File: src/rtl/fwd_sel_ctrl.sv
// fwd_sel_ctrl: forwarding and load-use hazard controller for the pipelined core.
//
// Shadows the destination-register pipeline (EX, MEM, WB, RET) and produces the
// operand-mux selects for the EX stage, a one-cycle load-use stall, and a
// saturating stall counter for performance debug.
//
// Ports:
//   clk        - system clock, rising edge
//   rst_n      - asynchronous active-low reset
//   id_valid   - a valid instruction is in ID
//   id_rs1     - ID source A register
//   id_rs2     - ID source B register
//   id_rd      - ID destination register
//   id_we      - ID instruction writes id_rd
//   id_is_load - ID instruction is a load (result available at WB)
//   flush      - squash the instruction entering EX
//   sel_a      - operand-A select: 0 regfile, 1 MEM, 2 WB, 3 RET
//   sel_b      - operand-B select, same encoding
//   stall      - hold PC and IF/ID, insert a bubble into EX
//   stall_cnt  - saturating count of stall cycles
module fwd_sel_ctrl #(
  parameter int REG_ADDR_W = 3,
  parameter int CNT_W      = 16
) (
  input  logic                  clk,
  input  logic                  rst_n,
  input  logic                  id_valid,
  input  logic [REG_ADDR_W-1:0] id_rs1,
  input  logic [REG_ADDR_W-1:0] id_rs2,
  input  logic [REG_ADDR_W-1:0] id_rd,
  input  logic                  id_we,
  input  logic                  id_is_load,
  input  logic                  flush,
  output logic [1:0]            sel_a,
  output logic [1:0]            sel_b,
  output logic                  stall,
  output logic [CNT_W-1:0]      stall_cnt
);

  // Slot valid bits and the stall counter are the only reset state; the
  // remaining slot fields are qualified by their valid bit.
  logic                  ex_vld_q,  mem_vld_q,  wb_vld_q,  ret_vld_q;
  logic                  ex_we_q,   mem_we_q,   wb_we_q,   ret_we_q;
  logic                  ex_ld_q,   mem_ld_q;
  logic [REG_ADDR_W-1:0] ex_rd_q,   mem_rd_q,   wb_rd_q,   ret_rd_q;
  logic [REG_ADDR_W-1:0] ex_rs1_q,  ex_rs2_q;
  logic [CNT_W-1:0]      stall_cnt_q, stall_cnt_d;
  logic                  ex_load_d;
  logic                  ex_vld_d;

  logic mem_hit_a, wb_hit_a, ret_hit_a;
  logic mem_hit_b, wb_hit_b, ret_hit_b;

  function automatic logic slot_writes(input logic                  vld,
                                       input logic                  we,
                                       input logic [REG_ADDR_W-1:0] rd,
                                       input logic [REG_ADDR_W-1:0] r);
    return vld & we & (rd == r) & (r != '0);
  endfunction

  // Youngest producer wins: MEM over WB over RET.
  function automatic logic [1:0] pick_sel(input logic ex_vld,
                                          input logic mem_hit,
                                          input logic wb_hit,
                                          input logic ret_hit);
    if (!ex_vld)       return 2'd0;
    else if (mem_hit)  return 2'd1;
    else if (wb_hit)   return 2'd2;
    else if (ret_hit)  return 2'd3;
    else               return 2'd0;
  endfunction

  function automatic logic [CNT_W-1:0] sat_inc(input logic [CNT_W-1:0] v);
    return (&v) ? v : v + 1'b1;
  endfunction

  // A load sitting in MEM has no ALU result to forward, so it is excluded
  // from the MEM match; the stall keeps that case from ever arising.
  always_comb begin
    mem_hit_a = slot_writes(mem_vld_q, mem_we_q, mem_rd_q, ex_rs1_q) & ~mem_ld_q;
    wb_hit_a  = slot_writes(wb_vld_q,  wb_we_q,  wb_rd_q,  ex_rs1_q);
    ret_hit_a = slot_writes(ret_vld_q, ret_we_q, ret_rd_q, ex_rs1_q);
    mem_hit_b = slot_writes(mem_vld_q, mem_we_q, mem_rd_q, ex_rs2_q) & ~mem_ld_q;
    wb_hit_b  = slot_writes(wb_vld_q,  wb_we_q,  wb_rd_q,  ex_rs2_q);
    ret_hit_b = slot_writes(ret_vld_q, ret_we_q, ret_rd_q, ex_rs2_q);
  end

  assign sel_a = pick_sel(ex_vld_q, mem_hit_a, wb_hit_a, ret_hit_a);
  assign sel_b = pick_sel(ex_vld_q, mem_hit_b, wb_hit_b, ret_hit_b);

  // Load in EX whose destination is read by the instruction in ID.
  assign ex_load_d = ex_vld_q & ex_we_q & ex_ld_q & (ex_rd_q != '0);
  assign stall     = id_valid & ex_load_d & ((ex_rd_q == id_rs1) | (ex_rd_q == id_rs2));

  // Stall and flush both turn the EX entry into a bubble.
  assign ex_vld_d    = id_valid & ~stall & ~flush;
  assign stall_cnt_d = stall ? sat_inc(stall_cnt_q) : stall_cnt_q;
  assign stall_cnt   = stall_cnt_q;

  always_ff @(posedge clk or negedge rst_n) begin
    if (!rst_n) begin
      ex_vld_q    <= 1'b0;
      mem_vld_q   <= 1'b0;
      wb_vld_q    <= 1'b0;
      ret_vld_q   <= 1'b0;
      stall_cnt_q <= '0;
    end else begin
      ex_vld_q    <= ex_vld_d;
      mem_vld_q   <= ex_vld_q;
      wb_vld_q    <= mem_vld_q;
      ret_vld_q   <= wb_vld_q;
      stall_cnt_q <= stall_cnt_d;
    end
  end

  always_ff @(posedge clk) begin
    ex_rd_q  <= id_rd;
    ex_we_q  <= id_we;
    ex_ld_q  <= id_is_load;
    ex_rs1_q <= id_rs1;
    ex_rs2_q <= id_rs2;
    mem_rd_q <= ex_rd_q;
    mem_we_q <= ex_we_q;
    mem_ld_q <= ex_ld_q;
    wb_rd_q  <= mem_rd_q;
    wb_we_q  <= mem_we_q;
    ret_rd_q <= wb_rd_q;
    ret_we_q <= wb_we_q;
  end

  // A load in MEM must never be the source of the EX instruction.
  mem_load_use_never : assert property (@(posedge clk) disable iff (!rst_n)
    !(ex_vld_q && mem_vld_q && mem_we_q && mem_ld_q && (mem_rd_q != '0) &&
      ((mem_rd_q == ex_rs1_q) || (mem_rd_q == ex_rs2_q))));

endmodule

File: config.mk
export PLATFORM = sky130hd
export DESIGN_NAME = fwd_sel_ctrl
export DESIGN_NICKNAME = d
export VERILOG_FILES = /design/src/rtl/fwd_sel_ctrl.sv
export SDC_FILE = /design/constraint.sdc
export NUM_CORES = 1
export LEC_CHECK = 0
export ABC_AREA = 1
export CORE_MARGIN = 1
export CORE_UTILIZATION = 50
export CTS_CLUSTER_DIAMETER = 40
export DETAILED_ROUTE_END_ITERATION = 16
export GPL_TIMING_DRIVEN = 0
export PLACE_DENSITY = 0.76
export SYNTH_ARGS = -nofsm -noshare
export SYNTH_HDL_FRONTEND = slang
export SYNTH_SLANG_ARGS = --single-unit
File: constraint.sdc
create_clock -name clk -period 2 [get_ports clk]
set_input_delay 0.4 -clock clk [delete_from_list [all_inputs] [get_ports clk]]
set_output_delay 0.4 -clock clk [all_outputs]
set_load 0.05 [all_outputs]
==> summary.md, run 1 <==
| Metric | Value |
|---|---|
| Pins Over Slew Limit | 0 |
| Clock latency at the later pin of the worst-skew pair | 0.30 ns |
| DR pass1 iterations | 4 |
| Io pins | 36 |
| Synth cell types | 25 |
| Worst hold path class | input port to flip-flop |
| Row count | 23 |
| Placed Cells | around 360 |
| Clock transition at path regs | around 0.08 ns |
| Slowest stage cell, crit path | clkdlybuf4s50_1 |
| Vias in the first global route | 1621 |
| Yosys top cell area share | between 20% and 30% |
| Crit-path cells | clkdlybuf4s50_1 > nand2_1 > nand2_1 > nand3_1 > nand2_2 > nand2_4 > inv_1 > buf_6 |
| GPL Wtd Cong | around 0.83 |
| FF/Latch Area | ~1000 um^2 |
| Commonest non-fill, non-tap cell in the layout | nand2_1 |
| #FFs+latches synth | 44 |
| H-tree levels | 2 |
| Synth Cell Area | ~0.0022 mm^2 |
| GRT Resource Usage Total | between 20% and 30% |
| Final #Nets | approximately 340 |
| DR vias | 1803 |
| DRC | 0 |
| # setup viols final | 0 |
| Clk buf depth | 2 |
| Number of synthesized flops with an enable pin | 0 |
| DRT Wirelength | approximately 4200 um |
| Final Hold Fails | 0 |
| Leakage power | 1.61 nW |
| Ys async rst share | a little under half |
| Status | completed |
| Post-cts hold buffer count | 0 |
| Crit Path Category | input port to output port |
| Avg Inst Size Synth | approximately 7.8 um^2 |
| Antenna Cells | 0 |
| Buffers added on ports | 35 |
| Fin crit period | around 1.9 ns |
| Synth warnings | 0 |
| Most frequent cells in the layout | nand2_1 (85), inv_1 (28), nor2_1 (25) |
| Die H | about 68 um |
| Area of the multi-input gates | between 0.001 and 0.0015 mm^2 |
| Largest net degree at the start of global routing | 21 |
| Pwr/cell area | ~640 mW/mm^2 |
| Core area | between 0.004 and 0.005 mm^2 |
| CTS Root Cell | clkbuf_8 |
| Mapped Nets | between 200 and 300 |
| Clk sinks | 44 |
| Most frequent CP cell | nand2_1 |
| CP max stage delay | 0.51 ns |
| FMAX | a little over 500 MHz |
| Area Growth Syn to Fin | 28.6% |
| Reg-to-reg setup timing slack | between 0.2 and 0.3 ns |
| Cell accounting for the most synthesized area | dfrtp_1 |
| Iteration-0 DRC Markers | between 100 and 150 |
| Fin crit share | between 90% and 100% |
| CP endpoint kind | output port |
| Clock skew | about 0.0042 ns |
| Die Span X | a little under 70 um |
| Post-Synthesis Cells | 278 |
| Leading register cell type out of synthesis | dfxtp_1 |
| CTS tree | done |
| Util after Layout | 68.1% |
| Antenna violations before repair | 0 |
| Top post-synthesis cells by area | dfrtp_1 (23%), dfxtp_1 (22%), nand2_1 (15%) |
| Tightest Pin Transition | between 0.8 and 0.9 ns |
| CP top delay family | buffers and inverters |
| CP startpoint kind | input port |
| Total die area | 0.00460 mm^2 |
| Worst path required time | between 1.5 and 2 ns |
| Routed Antenna Nets | 0 |
| Layout Cells excl Fill | between 300 and 400 |
| First-pass GRT wire length | around 7000 um |
| Max_slew headroom | roughly two fifths |
| Routed vias/inst | just under 5 |
| Worst path arrival time | 1.55 ns |
| Max cap viols | 0 |
| Fillers | between 300 and 400 |
| HPWL Detailed | ~3100 um |
| Peak VDD IR | around 420 uV |
| CP Buf/Inv Count | 3 |
| Sequential share of the synthesized area | 45.3% |
| Grt ovf | 0 |
| Layout cell share with drive strength beyond 1 | 20.8% |
| Initial Utilization | 53.0% |
| WL/cell | roughly 11 um |
| TritonCTS Buffers | 5 |
| Maximum fanout along the worst path | 3 |
==> Yosys cell counts (2+ instances only) <==
| master | number |
|---|---|
| nand2_1 | 87 |
| inv_1 | 28 |
| nor2_1 | 26 |
| dfxtp_1 | 24 |
| nand2_2 | 23 |
| dfrtp_1 | 20 |
| nand3_1 | 15 |
| xor2_1 | 12 |
| xnor2_1 | 9 |
| a21oi_1 | 5 |
| nand4_1 | 5 |
| inv_2 | 4 |
| nor3_1 | 3 |
| buf_12 | 2 |
| nor2_2 | 2 |
| nor2_4 | 2 |
| o21ai_0 | 2 |
| or2_2 | 2 |
==> registers in the layout (all words and copies together), names as in the netlist <==
name	cells
stall_cnt	16
ex_rd_q	3
ex_rs1_q	3
ex_rs2_q	3
mem_rd_q	3
ret_rd_q	3
wb_rd_q	3
ex_ld_q	1
ex_vld_q	1
ex_we_q	1
mem_ld_q	1
mem_vld_q	1
mem_we_q	1
ret_vld_q	1
ret_we_q	1
wb_vld_q	1
wb_we_q	1
==> metrics by stage <==
stage                     TNS (ns)  instance area (um^2)  hold slack (ns)  total power [W]  setup slack [ns]
after detailed placement     -1.73                  2580            0.350          0.00112            -0.681
after global placement       -1.63                  2580            0.338          0.00112            -0.634
after floorplan                  0                  2170            0.104          0.00105            0.0616
after global routing      -0.00527                  2780            0.270          0.00186          -0.00527
final                            0                  2780            0.266          0.00179            0.0508
after CTS                        0                  2690            0.363          0.00180           0.00965
==> cells by family (layout without fill, tap and decap cells) <==
logic type,Yosys count,count (layout),share of synthesized area (%)
DFF,44,44,45.3
and+or+nand+nor,168,168,35.7
buffers and inverters,35,79,7.63
xor gates and xnor gates,21,21,8.50
AOI/OAI and AO/OA,9,9,2.31
adders and majority gates,1,1,0.578
==> what timing repair did <==
item | 4_1_cts | 5_1_grt
resized for setup | 38 | 34
buffers inserted | 0 | 1
pin swaps | 0 | 5
endpoints found under the setup margin | 8 | 16
endpoints found under the hold margin | 0 | 0
==> metal layers <==
layer  track usage (%)  routed length, um
met1              28.9               1980
met2              32.4               1980
met3              5.57                187
met4              8.59                 72
met5                 0                  0
==> path summary, 6_finish.rpt <==
kind                                           from                         to  cells past startpoint
hold / removal                            id_rs2[2]        ex_rs2_q[2]$_DFF_P_                      1
hold reg to reg                     wb_we_q$_DFF_P_           ret_we_q$_DFF_P_                      0
min in group asynchronous                     rst_n  stall_cnt[14]$_DFFE_PN0P_                      1
setup reg to reg           stall_cnt[0]$_DFFE_PN0P_   stall_cnt[6]$_DFFE_PN0P_                     11
setup / recovery                          id_rs2[0]                      stall                      8
max in group asynchronous                     rst_n   stall_cnt[9]$_DFFE_PN0P_                      1
==> cell type report <==
cell class | count | share of cell area [%]
Timing Repair Buffer | 36 | 14.1
Tap cell | 50 | 2.25
Clock inverter | 3 | 1.48
Buffer | 2 | 1.44
Inverter | 33 | 4.49
Sequential cell | 44 | 35.9
Multi-Input combinational cell | 199 | 37.9
Clock buffer | 5 | 2.47
==> report_power, final <==
part / switching (W) / total [W] / internal, W
sequential: 0.0000359 / 0.000951 / 0.000915
combinational: 0.0000862 / 0.000158 / 0.0000722
clock: 0.000307 / 0.000677 / 0.000370
total: 0.000429 / 0.00179 / 0.00136
Note: power is estimated with default switching activity, not from simulation.
==> run 2: changes to the inputs <==
--- a/config.mk
+++ b/config.mk
@@ -7,11 +7,10 @@
 export LEC_CHECK = 0
 export ABC_AREA = 1
 export CORE_MARGIN = 1
-export CORE_UTILIZATION = 50
+export CORE_UTILIZATION = 25
 export CTS_CLUSTER_DIAMETER = 40
 export DETAILED_ROUTE_END_ITERATION = 16
 export GPL_TIMING_DRIVEN = 0
-export PLACE_DENSITY = 0.76
 export SYNTH_ARGS = -nofsm -noshare
 export SYNTH_HDL_FRONTEND = slang
 export SYNTH_SLANG_ARGS = --single-unit
==> run 2 against run 1 <==
Net effect: clock-buffer cell count stayed put; clock skew up 0.0018 ns; worst setup slack worse by 0.0038 ns; register-to-register slack barely moved; die area grew 97%; wire length up 6.2%; critical path depth fell by 3; worst hold slack lost 0.0069 ns; critical endpoint is now sel_b[0].
==> summary.md, run 2 (same netlist as run 1, synthesis figures left out) <==
| Metric | Value |
|---|---|
| Status | completed |
| Initial Utilization | 26.1% (-27 points) |
| Iteration-0 DRC Markers | 57 (-51%) |
| Max_slew headroom | 37.2% (-3.9 points) |
| Clk sinks | 44 (unchanged) |
| Layout Cells excl Fill | 429 (+15%) |
| Leakage power | 1.63 nW (+1.5%) |
| DRT Wirelength | 4480 um (+6.2%) |
| Tot Pwr | 0.00171 W (-4.4%) |
| Commonest non-fill, non-tap cell in the layout | nand2_1 |
| Final Hold Fails | 0 (unchanged) |
| Total die area | 0.00903 mm^2 (+97%) |
| GPL Wtd Cong | 0.788 (-5.6%) |
| CP Buf/Inv Count | 1 (-2) |
| Setup_tns | 0 ns (unchanged) |
| Peak VDD IR | 284 uV (-33%) |
| Routed vias/inst | 4.24 (-13%) |
| Crit-path cells | or2_2 > a21oi_2 > nand3_2 > a21oi_2 > buf_6 |
| Worst Hold Depth | 1 (unchanged) |
| HPWL Detailed | 3310 um (+5.3%) |
| Area Growth Syn to Fin | 32.2% |
| Most frequent CP cell | a21oi_2 |
| Largest net degree at the start of global routing | 21 (unchanged) |
| Buffers added on ports | 35 (unchanged) |
| First-pass GRT wire length | 7600 um (+6.2%) |
| Core area | 0.00830 mm^2 (+100%) |
| Placed Cells | 418 (+15%) |
| Grt ovf | 0 (unchanged) |
| Tightest Pin Transition | 0.938 ns (+0.0589 ns) |
| Critical path depth | 5 (-3) |
| Worst path required time | 1.60 ns (about the same) |
| Clock latency at the later pin of the worst-skew pair | 0.30 ns (about the same) |
| Cell depth of the worst flop-to-flop path | 11 (unchanged) |
| Fin crit period | 1.95 ns (+0.00378 ns) |
| Max cap viols | 0 (unchanged) |
| Vias in the first global route | 1745 (+7.6%) |
| Post-cts hold buffer count | 0 (unchanged) |
| CTS Root Cell | clkbuf_8 |
| Antenna Cells | 0 (unchanged) |
| Crit Path Category | flip-flop to output port |
| FMAX | 512 MHz (-0.19%) |
| CTS tree | done |
| Row count | 33 (+43%) |
| Clk buf depth | 2 (unchanged) |
| Io pins | 36 (unchanged) |
| Worst hold path class | input port to flip-flop |
| Worst path arrival time | 1.55 ns (about the same) |
| Die Span X | 95.1 um (+40%) |
| RSZ-0062 raised after global routing | true |
| Largest register FFs | 16 (unchanged) |
| Final #Nets | 339 (+0.59%) |
| Slowest stage cell, crit path | dfxtp_4 |
| Clock transition at path regs | 0.09 ns (about the same) |
| CP startpoint kind | flip-flop |
| CP max stage delay | 0.37 ns (-0.14 ns) |
| Clock skew | 0.00596 ns (+0.00178 ns) |
| Die H | 95.1 um (+40%) |
| Fin crit share | 97.6% (+0.19 points) |
| # setup viols final | 0 (unchanged) |
| Layout cell share with drive strength beyond 1 | 21.3% (+0.49 points) |
| Pwr/cell area | 597 mW/mm^2 (-7.0%) |
| Routed Antenna Nets | 0 (unchanged) |
| TritonCTS Buffers | 5 (unchanged) |
| GRT Resource Usage Total | 10.7% (-11 points) |
| DR vias | 1819 (+0.89%) |
| CP top delay family | simple AND/OR/NAND/NOR gates |
| DRC | 0 (unchanged) |
| Maximum fanout along the worst path | 4 (+1) |
| Pins Over Slew Limit | 0 (unchanged) |
| Antenna violations before repair | 0 (unchanged) |
| DR pass1 iterations | 4 (unchanged) |
| Most frequent cells in the layout | nand2_1 (86), inv_1 (28), nor2_1 (26) |
| WL/cell | 10.4 um (-7.9%) |
| CP endpoint kind | output port |
| H-tree levels | 2 (unchanged) |
-- run 2: changes by cell type in the layout (fill, tap and decap cells not counted), moves of 2 or more --
cell             delta
inv_6               +2
clkdlybuf4s50_1     -5
dlygate4sd2_1       +3
dlymetal6s2s_1      +2
-- run 2: metal layers --
| metal | part of all wire [%] | GRT usage [%] |
|---|---|---|
| met1 | 45 | 13.2 |
| met2 | 51 | 18.6 |
| met5 | 0 | 0 |
| met4 | 2.1 | 3.91 |
| met3 | 2.8 | 1.91 |
-- run 2: path summary, 6_finish.rpt --
check | startpoint | endpoint | slack [ns]
max | ex_rs2_q[0]$_DFF_P_ | sel_b[0] | 0.05
min | id_rs2[0] | ex_rs2_q[0]$_DFF_P_ | 0.26
max reg2reg | stall_cnt[0]$_DFFE_PN0P_ | stall_cnt[8]$_DFFE_PN0P_ | 0.28
min reg2reg | ex_ld_q$_DFF_P_ | mem_ld_q$_DFF_P_ | 0.35
max in group asynchronous | rst_n | stall_cnt[0]$_DFFE_PN0P_ | 0.81
min in group asynchronous | rst_n | ex_vld_q$_DFF_PN0_ | 0.62
-- run 2: final cells by class --
class	count	area, um^2
tap	105	131
timing repair buffer	38	412
clock buffer	5	68.8
buffer	2	40.0
multi-input combinational	199	1060
fill	843	5440
clock inverter	3	26.3
inverter	33	125
sequential	44	1000
-- run 2: through the flow --
step / util [%] / worst slack, ns / hold WS (ns) / area, um^2
after detailed placement: 31.9 / -0.653 / 0.338 / 2650
after CTS: 33.2 / 0.00267 / 0.357 / 2750
after global placement: 31.9 / -0.648 / 0.337 / 2650
final: 34.5 / 0.0471 / 0.259 / 2860
after global routing: 34.5 / -0.0661 / 0.261 / 2860
after floorplan: - / 0.0616 / 0.104 / 2170
-- run 2: repair_timing --
action                     4_1_cts  5_1_grt
pin swaps                        2        6
setup endpoints to repair       11       15
gates resized for setup         45       33
setup buffers                    1        2
-- run 2: power breakdown --
group          leakage, nW  switching (W)  internal, W
clock network       0.0491       0.000339     0.000257
registers            0.478      0.0000357     0.000915
logic                 1.10      0.0000891    0.0000713
total                 1.63       0.000464      0.00124
==> run 3: changes to the inputs <==
--- a/config.mk
+++ b/config.mk
@@ -8,9 +8,11 @@
 export ABC_AREA = 1
 export CORE_MARGIN = 1
 export CORE_UTILIZATION = 25
+export CTS_BUF_LIST = sky130_fd_sc_hd__clkbuf_8
 export CTS_CLUSTER_DIAMETER = 40
 export DETAILED_ROUTE_END_ITERATION = 16
 export GPL_TIMING_DRIVEN = 0
+export SKIP_LAST_GASP = 1
 export SYNTH_ARGS = -nofsm -noshare
 export SYNTH_HDL_FRONTEND = slang
 export SYNTH_SLANG_ARGS = --single-unit
==> run 3 against run 2 <==
Net effect: wire length fell by 0.33%; sequential cell count did not move; critical path depth stayed put; largest cell class unchanged.
==> summary.md, run 3 (same netlist as run 1, synthesis figures left out) <==
| Metric | Value |
|---|---|
| HPWL Detailed | 3310 um (unchanged) |
| Layout cell share with drive strength beyond 1 | 21.3% (unchanged) |
| Tot Pwr | 0.00170 W (-0.24%) |
| Clock skew | 0.00377 ns (-0.00219 ns) |
| Pwr/cell area | 596 mW/mm^2 (-0.11%) |
| Area of the multi-input gates | 0.00106 mm^2 (unchanged) |
| Antenna violations before repair | 0 (unchanged) |
| Placed Cells | 418 (unchanged) |
| Pins Over Slew Limit | 0 (unchanged) |
| RSZ-0062 raised after global routing | true |
| H-tree levels | 2 (unchanged) |
| Dpl cell area | 0.00265 mm^2 (unchanged) |
| DRC | 0 (unchanged) |
| CTS tree | done |
| CP endpoint kind | output port |
| Io pins | 36 (unchanged) |
| Peak VDD IR | 282 uV (-0.59%) |
| CTS Root Cell | clkbuf_8 |
| Total die area | 0.00903 mm^2 (unchanged) |
| FF/Latch Area | 0.00100 mm^2 (unchanged) |
| Tightest Pin Transition | 0.926 ns (-0.0128 ns) |
| Routed vias/inst | 4.18 (-1.4%) |
| Worst hold path class | input port to flip-flop |
| DR pass1 iterations | 4 (unchanged) |
| Final #Nets | 339 (unchanged) |
| Max cap viols | 0 (unchanged) |
| Vias in the first global route | 1745 (unchanged) |
| Initial Utilization | 26.1% (unchanged) |
| Max_slew headroom | 38.1% (+0.86 points) |
| Maximum fanout along the worst path | 4 (unchanged) |
| Fillers | 843 (unchanged) |
| Iteration-0 DRC Markers | 41 (-28%) |
| Clk buf depth | 2 (unchanged) |
| GPL Wtd Cong | 0.788 (unchanged) |
| Post-cts hold buffer count | 0 (unchanged) |
| Crit Path Category | flip-flop to output port |
| Largest register FFs | 16 (unchanged) |
| Area Growth Syn to Fin | 32.0% |
| Largest net degree at the start of global routing | 21 (unchanged) |
| DR vias | 1793 (-1.4%) |
| Fin crit period | 1.95 ns (-0.00309 ns) |
| Worst path arrival time | 1.55 ns (about the same) |
| Die H | 95.1 um (unchanged) |
| Clk sinks | 44 (unchanged) |
| Cell depth of the worst flop-to-flop path | 11 (unchanged) |
| Worst path required time | 1.60 ns (about the same) |
| Most frequent cells in the layout | nand2_1 (86), inv_1 (28), nor2_1 (26) |
| Dpl ws | -0.653 ns (unchanged) |
| Die Span X | 95.1 um (unchanged) |
| Layout Cells excl Fill | 429 (unchanged) |
| GRT Resource Usage Total | 10.7% (unchanged) |
| Routed Antenna Nets | 0 (unchanged) |
| First-pass GRT wire length | 7600 um (unchanged) |
| Buffers added on ports | 35 (unchanged) |
| DRT Wirelength | 4470 um (-0.33%) |
| Worst Hold Depth | 1 (unchanged) |
| Final Instance Area | 0.00286 mm^2 (-0.13%) |
| Clock latency at the later pin of the worst-skew pair | 0.30 ns (about the same) |
| TritonCTS Buffers | 5 (unchanged) |
| CP startpoint kind | flip-flop |
| Leakage power | 1.63 nW (about the same) |
| FMAX | 513 MHz (+0.16%) |
| Commonest non-fill, non-tap cell in the layout | nand2_1 |
| Util after Layout | 34.4% (-0.045 points) |
| Status | completed |
| Worst setup margin | 0.0502 ns (+0.00309 ns) |
| Antenna Cells | 0 (unchanged) |
| # setup viols final | 0 (unchanged) |
| Final Hold Fails | 0 (unchanged) |
| Row count | 33 (unchanged) |
| Clock transition at path regs | 0.09 ns (about the same) |
| WL/cell | 10.4 um (-0.33%) |
| Grt ovf | 0 (unchanged) |
| Fin crit share | 97.5% (-0.15 points) |
| Core area | 0.00830 mm^2 (unchanged) |
[run 3: report_power, final]
| group | leakage [nW] | total, W | internal [W] | switching, W |
|---|---|---|---|---|
| Clock | 0.0491 | 0.000592 | 0.000257 | 0.000335 |
| Sequential | 0.478 | 0.000951 | 0.000915 | 0.0000357 |
| Combinational | 1.10 | 0.000160 | 0.0000712 | 0.0000890 |
[run 3: layer usage]
| metal | global-route usage, % | wire (um) | vias up |
|---|---|---|---|
| met5 | 0 | 0 | - |
| met4 | 3.91 | 93 | 0 |
| met3 | 1.91 | 89 | 7 |
| met2 | 18.6 | 2260 | 22 |
| met1 | 13.2 | 2030 | 831 |
| li1 | - | - | 933 |
[run 3: final timing paths]
path / from / to / slack (ns)
hold / removal: id_rs2[0] / ex_rs2_q[0]$_DFF_P_ / 0.26
hold reg to reg: ex_ld_q$_DFF_P_ / mem_ld_q$_DFF_P_ / 0.36
setup / recovery: ex_rs2_q[0]$_DFF_P_ / sel_b[0] / 0.05
setup reg to reg: stall_cnt[0]$_DFFE_PN0P_ / stall_cnt[8]$_DFFE_PN0P_ / 0.29
max in group asynchronous: rst_n / wb_vld_q$_DFF_PN0_ / 0.82
min in group asynchronous: rst_n / stall_cnt[15]$_DFFE_PN0P_ / 0.61
[run 3: critical path, cell delays in order, from the launching register on]
cell and delay (ns):
dfxtp_4 0.37, or2_2 0.28, a21oi_2 0.15, nand3_2 0.10, a21oi_2 0.17, buf_6 0.17
[run 3: through the flow]
stage	TNS (ns)	hold slack, ns
after floorplan	0	0.104
after global placement	-1.74	0.337
after detailed placement	-1.79	0.338
after CTS	-0.0176	0.357
after global routing	-0.123	0.261
final	0	0.262
[run 3: cell type report]
| type | instances | area share [%] |
|---|---|---|
| clock buffers | 5 | 2.41 |
| inverters | 33 | 4.38 |
| plain buffers | 2 | 1.40 |
| multi-input cells | 199 | 37.0 |
| well taps | 105 | 4.60 |
| repair buffers | 38 | 14.3 |
| flip-flops and latches | 44 | 35.0 |
| clock inverters | 3 | 0.919 |
[run 3: what timing repair did]
item / in CTS / in global routing
endpoints found under the hold margin: 0 / 0
gates resized for setup: 44 / 34
endpoints found under the setup margin: 11 / 15
setup buffers: 1 / 2
cloned: 0 / 0
pin swaps: 2 / 6
